**src/rtl/hub75_rx.sv**
```systemverilog
// HUB75 receive/snoop block: rebuilds shifted rows into column RAM writes and row-commit events.
// Optional `HUB75_RX_ON_TIME_EN adds the line_on_time output (unblanked clk cycles per row).
module hub75_rx #(
    parameter int N_BANKS    = 2,
    parameter int N_COLS     = 64,
    parameter int N_ROWS     = 32,
    parameter int N_CHANS    = 3,
    parameter int SDW        = N_BANKS * N_CHANS,
    parameter int LOG_N_COLS = $clog2(N_COLS),
    parameter int LOG_N_ROWS = $clog2(N_ROWS)
) (
    input  logic                  clk,
    input  logic                  rst,
    input  logic                  hub_clk,
    input  logic [SDW-1:0]        hub_data,
    input  logic                  hub_le,
    input  logic                  hub_blank,
    input  logic [LOG_N_ROWS-1:0] hub_addr,
    output logic [SDW-1:0]        wr_data,
    output logic [LOG_N_COLS-1:0] wr_col_addr,
    output logic                  wr_ena,
    output logic                  line_stb,
    output logic [LOG_N_ROWS-1:0] line_row,
    output logic [LOG_N_COLS:0]   line_cols,
    output logic                  line_ovf,
    output logic                  err_ovf
`ifdef HUB75_RX_ON_TIME_EN
    ,
    output logic [23:0]           line_on_time
`endif
);

    localparam int N_IN = SDW + 3 + LOG_N_ROWS;
    localparam int B_CLK = SDW;
    localparam int B_LE = SDW + 1;
    localparam int B_BLANK = SDW + 2;
    localparam logic [LOG_N_COLS:0] COLS_MAX = (LOG_N_COLS + 1)'(N_COLS);

    typedef enum logic [1:0] {
        ST_SHIFT,
        ST_COMMIT,
        ST_HOLD
    } state_t;

    logic [N_IN-1:0] in_vec;
    logic [N_IN-1:0] sync_vec;
    logic [N_IN-1:0] hist_vec;

    assign in_vec = {hub_addr, hub_blank, hub_le, hub_clk, hub_data};

    // Each input bit: two metastability flops, then a history flop for edge detection.
    generate
        for (genvar gi = 0; gi < N_IN; gi++) begin : g_sync
            logic s1_reg;
            logic s2_reg;
            logic hist_reg;

            always_ff @(posedge clk or posedge rst) begin
                if (rst) begin
                    s1_reg   <= 1'b0;
                    s2_reg   <= 1'b0;
                    hist_reg <= 1'b0;
                end else begin
                    s1_reg   <= in_vec[gi];
                    s2_reg   <= s1_reg;
                    hist_reg <= s2_reg;
                end
            end

            assign sync_vec[gi] = s2_reg;
            assign hist_vec[gi] = hist_reg;
        end
    endgenerate

    logic [SDW-1:0]        data_sync;
    logic [LOG_N_ROWS-1:0] addr_sync;
    logic                  le_sync;
    logic                  blank_sync;
    logic                  clk_rise;
    logic                  le_rise;
    logic                  unused_bits;

    assign data_sync  = sync_vec[SDW-1:0];
    assign addr_sync  = sync_vec[N_IN-1 -: LOG_N_ROWS];
    assign le_sync    = sync_vec[B_LE];
    assign blank_sync = sync_vec[B_BLANK];
    assign clk_rise   = sync_vec[B_CLK] & ~hist_vec[B_CLK];
    assign le_rise    = sync_vec[B_LE] & ~hist_vec[B_LE];

    // History bits of data/addr/blank carry no edge meaning; blank is unused without the on-time option.
    assign unused_bits = ^{hist_vec[SDW-1:0], hist_vec[N_IN-1 -: LOG_N_ROWS],
                           hist_vec[B_BLANK], blank_sync};

    state_t                state_reg;
    state_t                state_next;
    logic [LOG_N_COLS:0]   cnt_reg;
    logic                  row_ovf_reg;

    always_ff @(posedge clk or posedge rst) begin
        if (rst) begin
            state_reg <= ST_SHIFT;
        end else begin
            state_reg <= state_next;
        end
    end

    // HOLD leaves on the synchronised latch level being low, i.e. after the hub_le fall.
    always_comb begin
        state_next = state_reg;
        case (state_reg)
            ST_SHIFT:  if (le_rise) state_next = ST_COMMIT;
            ST_COMMIT: state_next = ST_HOLD;
            ST_HOLD:   if (!le_sync) state_next = ST_SHIFT;
            default:   state_next = ST_SHIFT;
        endcase
    end

    always_ff @(posedge clk or posedge rst) begin
        if (rst) begin
            cnt_reg     <= '0;
            row_ovf_reg <= 1'b0;
            wr_ena      <= 1'b0;
            wr_data     <= '0;
            wr_col_addr <= '0;
            line_stb    <= 1'b0;
            line_row    <= '0;
            line_cols   <= '0;
            line_ovf    <= 1'b0;
            err_ovf     <= 1'b0;
        end else begin
            wr_ena   <= 1'b0;
            line_stb <= 1'b0;
            // A column arriving with the latch edge is still captured and counted.
            if (state_reg == ST_SHIFT && clk_rise) begin
                if (cnt_reg < COLS_MAX) begin
                    wr_ena      <= 1'b1;
                    wr_data     <= data_sync;
                    wr_col_addr <= cnt_reg[LOG_N_COLS-1:0];
                    cnt_reg     <= cnt_reg + 1'b1;
                end else begin
                    row_ovf_reg <= 1'b1;
                    err_ovf     <= 1'b1;
                end
            end
            if (state_reg == ST_COMMIT) begin
                line_stb    <= 1'b1;
                line_row    <= addr_sync;
                line_cols   <= cnt_reg;
                line_ovf    <= row_ovf_reg;
                cnt_reg     <= '0;
                row_ovf_reg <= 1'b0;
            end
        end
    end

`ifdef HUB75_RX_ON_TIME_EN
    logic [23:0] on_cnt_reg;

    always_ff @(posedge clk or posedge rst) begin
        if (rst) begin
            on_cnt_reg   <= '0;
            line_on_time <= '0;
        end else if (state_reg == ST_COMMIT) begin
            line_on_time <= on_cnt_reg;
            on_cnt_reg   <= '0;
        end else if (!blank_sync && on_cnt_reg != 24'hFF_FFFF) begin
            on_cnt_reg <= on_cnt_reg + 24'd1;
        end
    end
`endif

endmodule

```
**config.mk**
```make
export PLATFORM = sky130hd
export DESIGN_NAME = hub75_rx
export DESIGN_NICKNAME = d
export VERILOG_FILES = /design/src/rtl/hub75_rx.sv
export SDC_FILE = /design/constraint.sdc
export NUM_CORES = 1
export LEC_CHECK = 0
export BUFFER_PORTS_ARGS = -buffer_cell sky130_fd_sc_hd__buf_2
export CORE_MARGIN = 5
export CORE_UTILIZATION = 57
export CTS_CLUSTER_SIZE = 24
export DETAILED_ROUTE_END_ITERATION = 6
export GPL_ROUTABILITY_DRIVEN = 0
export PLACE_DENSITY = 0.83
export SLEW_MARGIN = 20
export SYNTH_ARGS = -nofsm -noshare
export SYNTH_HDL_FRONTEND = slang
export SYNTH_SLANG_ARGS = --single-unit
```
**constraint.sdc**
```tcl
create_clock -name clk -period 3.6 [get_ports clk]
set_input_delay 0 -clock clk [delete_from_list [all_inputs] [get_ports clk]]
set_output_delay 0 -clock clk [all_outputs]
set_load 0.005 [all_outputs]
```
==> results.py <==
metrics = {
    "setup_path": {
        "endpoint_kind": "register",
        "start_kind": "register",
        "cpMostUsedCell": "nand2_1",
        "crit_type": "register to register",
        "critPathBufInv": 1,
        "cp_max_fo": 20,
        "crit_chain": "nand2b_1, clkinv_1, nand2_1, nand2_1",
        "cp_slowest_stage_delay_ps": 630,
        "cp.required_ps": 3820,
        "arrival_ps": 2250,
        "crit_family": "simple AND/OR/NAND/NOR gates",
        "slowest_stage": "clkinv_1",
    },
    "place": {
        "io_buffers": 42,
        "dp_hpwl_um": 2583,
    },
    "synth": {
        "synth-edff-count": 0,
        "synth_area_leaders": "dfrtp_1, nand2_1, mux2_2, a21oi_1, o21ai_0",
        "async_reset_ff_share_pct": 100.0,
        "seq_area_frac_synth_pct": 74.91,
        "synthCells": 162,
        "synth_nets": 179,
        "syn_area_um2": 2205,
        "netlist_top_cells_count": "dfrtp_1, nand2_1, mux2_2",
        "synth_seq_cells": 66,
        "synthFlopType": "dfrtp_1",
        "synth_top_area_share_pct": 74.91,
        "avgSynthCellArea_um2": 13.61,
        "synth_top_cell_by_area": "dfrtp_1",
        "synth_cell_type_count": 29,
        "yosysMostFrequentCell": "dfrtp_1",
        "yosysWarnings": 0,
    },
    "drt": {
        "wirelength_um": 3919,
        "remaining_drc_errors": 0,
        "vias_per_cell": 5.162,
        "dr.pass1.iters": 4,
        "dr.first_iter.drc_count": 120,
        "ant_nets": 0,
        "routedWlPerCell_um": 14.10,
        "via_count": 1435,
    },
    "global_route": {
        "grtUsageTotal_pct": 17.92,
        "antenna_found_initial": 0,
        "grt_pass1_wl_um": 7169,
        "grt_pass1_vias": 1552,
        "overflow": 0,
        "grt_max_degree": 35,
    },
    "die": {
        "placementRows": 22,
        "start_util_pct": 59.33,
        "core_um2": 3716,
        "die_width_um": 72.19,
        "dieHeight_um": 72.19,
        "io_pins": 44,
        "die_area_um2": 5211,
    },
    "finish": {
        "fin_nets": 242,
        "syn_to_final_growth_pct": 28.83,
        "antenna_cells": 0,
        "final_layout_size_suffix_gt1_share_pct": 31.74,
    },
    "hold_path": {
        "hold_class": "input pin to async pin",
    },
    "clocking": {
        "cts_tree": "built",
        "cts_inserted_buffers": 9,
        "insertion_delay_ps": 330,
        "cts_buffer_depth": 2,
        "clk_pin_slew_ps": 70,
        "h-tree-depth": 3,
        "root_buffer": "clkbuf_8",
        "numClockSinks": 66,
    },
    "flow_run": {
        "maxCapViolations": 0,
    },
    "timing": {
        "slew_headroom_pct": 54.26,
        "rsz0062_at_grt": "no",
        "finalMaxSlewViolations": 0,
        "final.min_clock_period_ps": 2037,
        "tightest_slew_ps": 686.1,
        "setup_viol": 0,
        "period_share_pct": 56.57,
        "finalHoldViolCount": 0,
        "max_freq_ghz": 0.4910,
        "fin_setup_tns_ps": 0,
        "clock_skew_ps": 9.068,
    },
    "status": {
        "status": "finished, final reports clean",
    },
    "power_and_ir_drop": {
        "leakagePower_nw": 1.452,
        "finalPower_mw": 1.816,
        "cellPowerDensity_nw_per_um2": 639.4,
        "irDropWorstVdd_uv": 449.5,
    },
}
==> where the power goes <==
group	switching, mW	internal (mW)
Sequential	0.0588	0.836
Clock	0.259	0.445
Combinational	0.105	0.112
Total	0.422	1.39
==> stage by stage <==
| step | instances | hold WS, ps | worst slack [ps] | utilization (%) | instance area (um^2) |
|---|---|---|---|---|---|
| floorplan | 162 | 31.43 | 1796 | - | 2205 |
| global placement | 248 | 107.6 | 1684 | 66.26 | 2462 |
| detailed placement | 248 | 109.4 | 1538 | 66.26 | 2462 |
| CTS | 278 | 294.6 | 1554 | 76.43 | 2840 |
| global route | 278 | 303.3 | 1363 | 76.43 | 2840 |
| finish | 278 | 305.3 | 1563 | 76.43 | 2840 |
==> layer usage <==
metal	routed length, um	share of wire, %	up-vias	global-route usage (%)
li1	-	-	673	-
met1	1545	39	701	22.60
met2	1997	51	53	28.51
met3	314	8.0	8	5.540
met4	61	1.6	0	8.142
met5	0	0	-	0
==> cells in the final DEF (no fill, tap or decap), types with 2 or more instances in the layout <==
| master | n |
|---|---|
| bufinv_16 | 2 |
| nand2b_1 | 2 |
| buf_4 | 2 |
| nor2_1 | 3 |
| nand3_1 | 3 |
| mux2_2 | 12 |
| nand4b_1 | 2 |
| o21ai_0 | 4 |
| or3_1 | 2 |
| nand2_1 | 41 |
| buf_2 | 42 |
| a21oi_1 | 4 |
| clkbuf_8 | 12 |
| dfrtp_1 | 66 |
| dlygate4sd3_1 | 14 |
| nor4b_1 | 2 |
==> cell families (layout without fill, tap and decap cells) <==
kind of cell / after synthesis / in the layout / synth area share [%]
flops: 66 / 66 / 74.91
simple gates: 59 / 59 / 12.26
compound gates: 14 / 14 / 3.917
mux: 13 / 13 / 6.583
buf+inv: 9 / 77 / 1.759
fa+ha+maj: 1 / 1 / 0.5674
==> area by class of cell <==
class / instances / area, um^2
repair buffers: 58 / 365.4
clock inverters: 4 / 72.57
well taps: 48 / 60.06
multi-input cells: 87 / 514.2
clock buffers: 12 / 165.2
fillers: 226 / 875.8
inverters: 3 / 11.26
flip-flops and latches: 66 / 1652
==> final timing paths <==
check / to / startpoint / slack, ps / depth (start not counted)
setup / recovery: line_cols[2]$_DFFE_PP0P_ / state_reg[1]$_DFFE_PP0P_ / 1560 / 4
hold / removal: cnt_reg[6]$_DFFE_PP0P_ / rst / 310 / 3
setup reg to reg: line_cols[2]$_DFFE_PP0P_ / state_reg[1]$_DFFE_PP0P_ / 1560 / 4
hold reg to reg: g_sync[11].s2_reg$_DFF_PP0_ / g_sync[11].s1_reg$_DFF_PP0_ / 350 / 0
max in group asynchronous: g_sync[7].hist_reg$_DFF_PP0_ / rst / 2430 / 4
min in group clk: g_sync[3].s1_reg$_DFF_PP0_ / hub_data[3] / 310 / 2
==> worst min-delay path: cells and delay by family <==
family | cells | cell delay [ps]
buffers and inverters | 3 | 1120
==> repair_timing <==
action                                 in CTS  in global routing
setup endpoints to repair                   0                  0
resized for setup                           0                  0
setup buffers                               0                  0
hold buffers                               14                  0
endpoints found under the hold margin      45                  0
No activity file was read; power rests on OpenSTA's default activity.
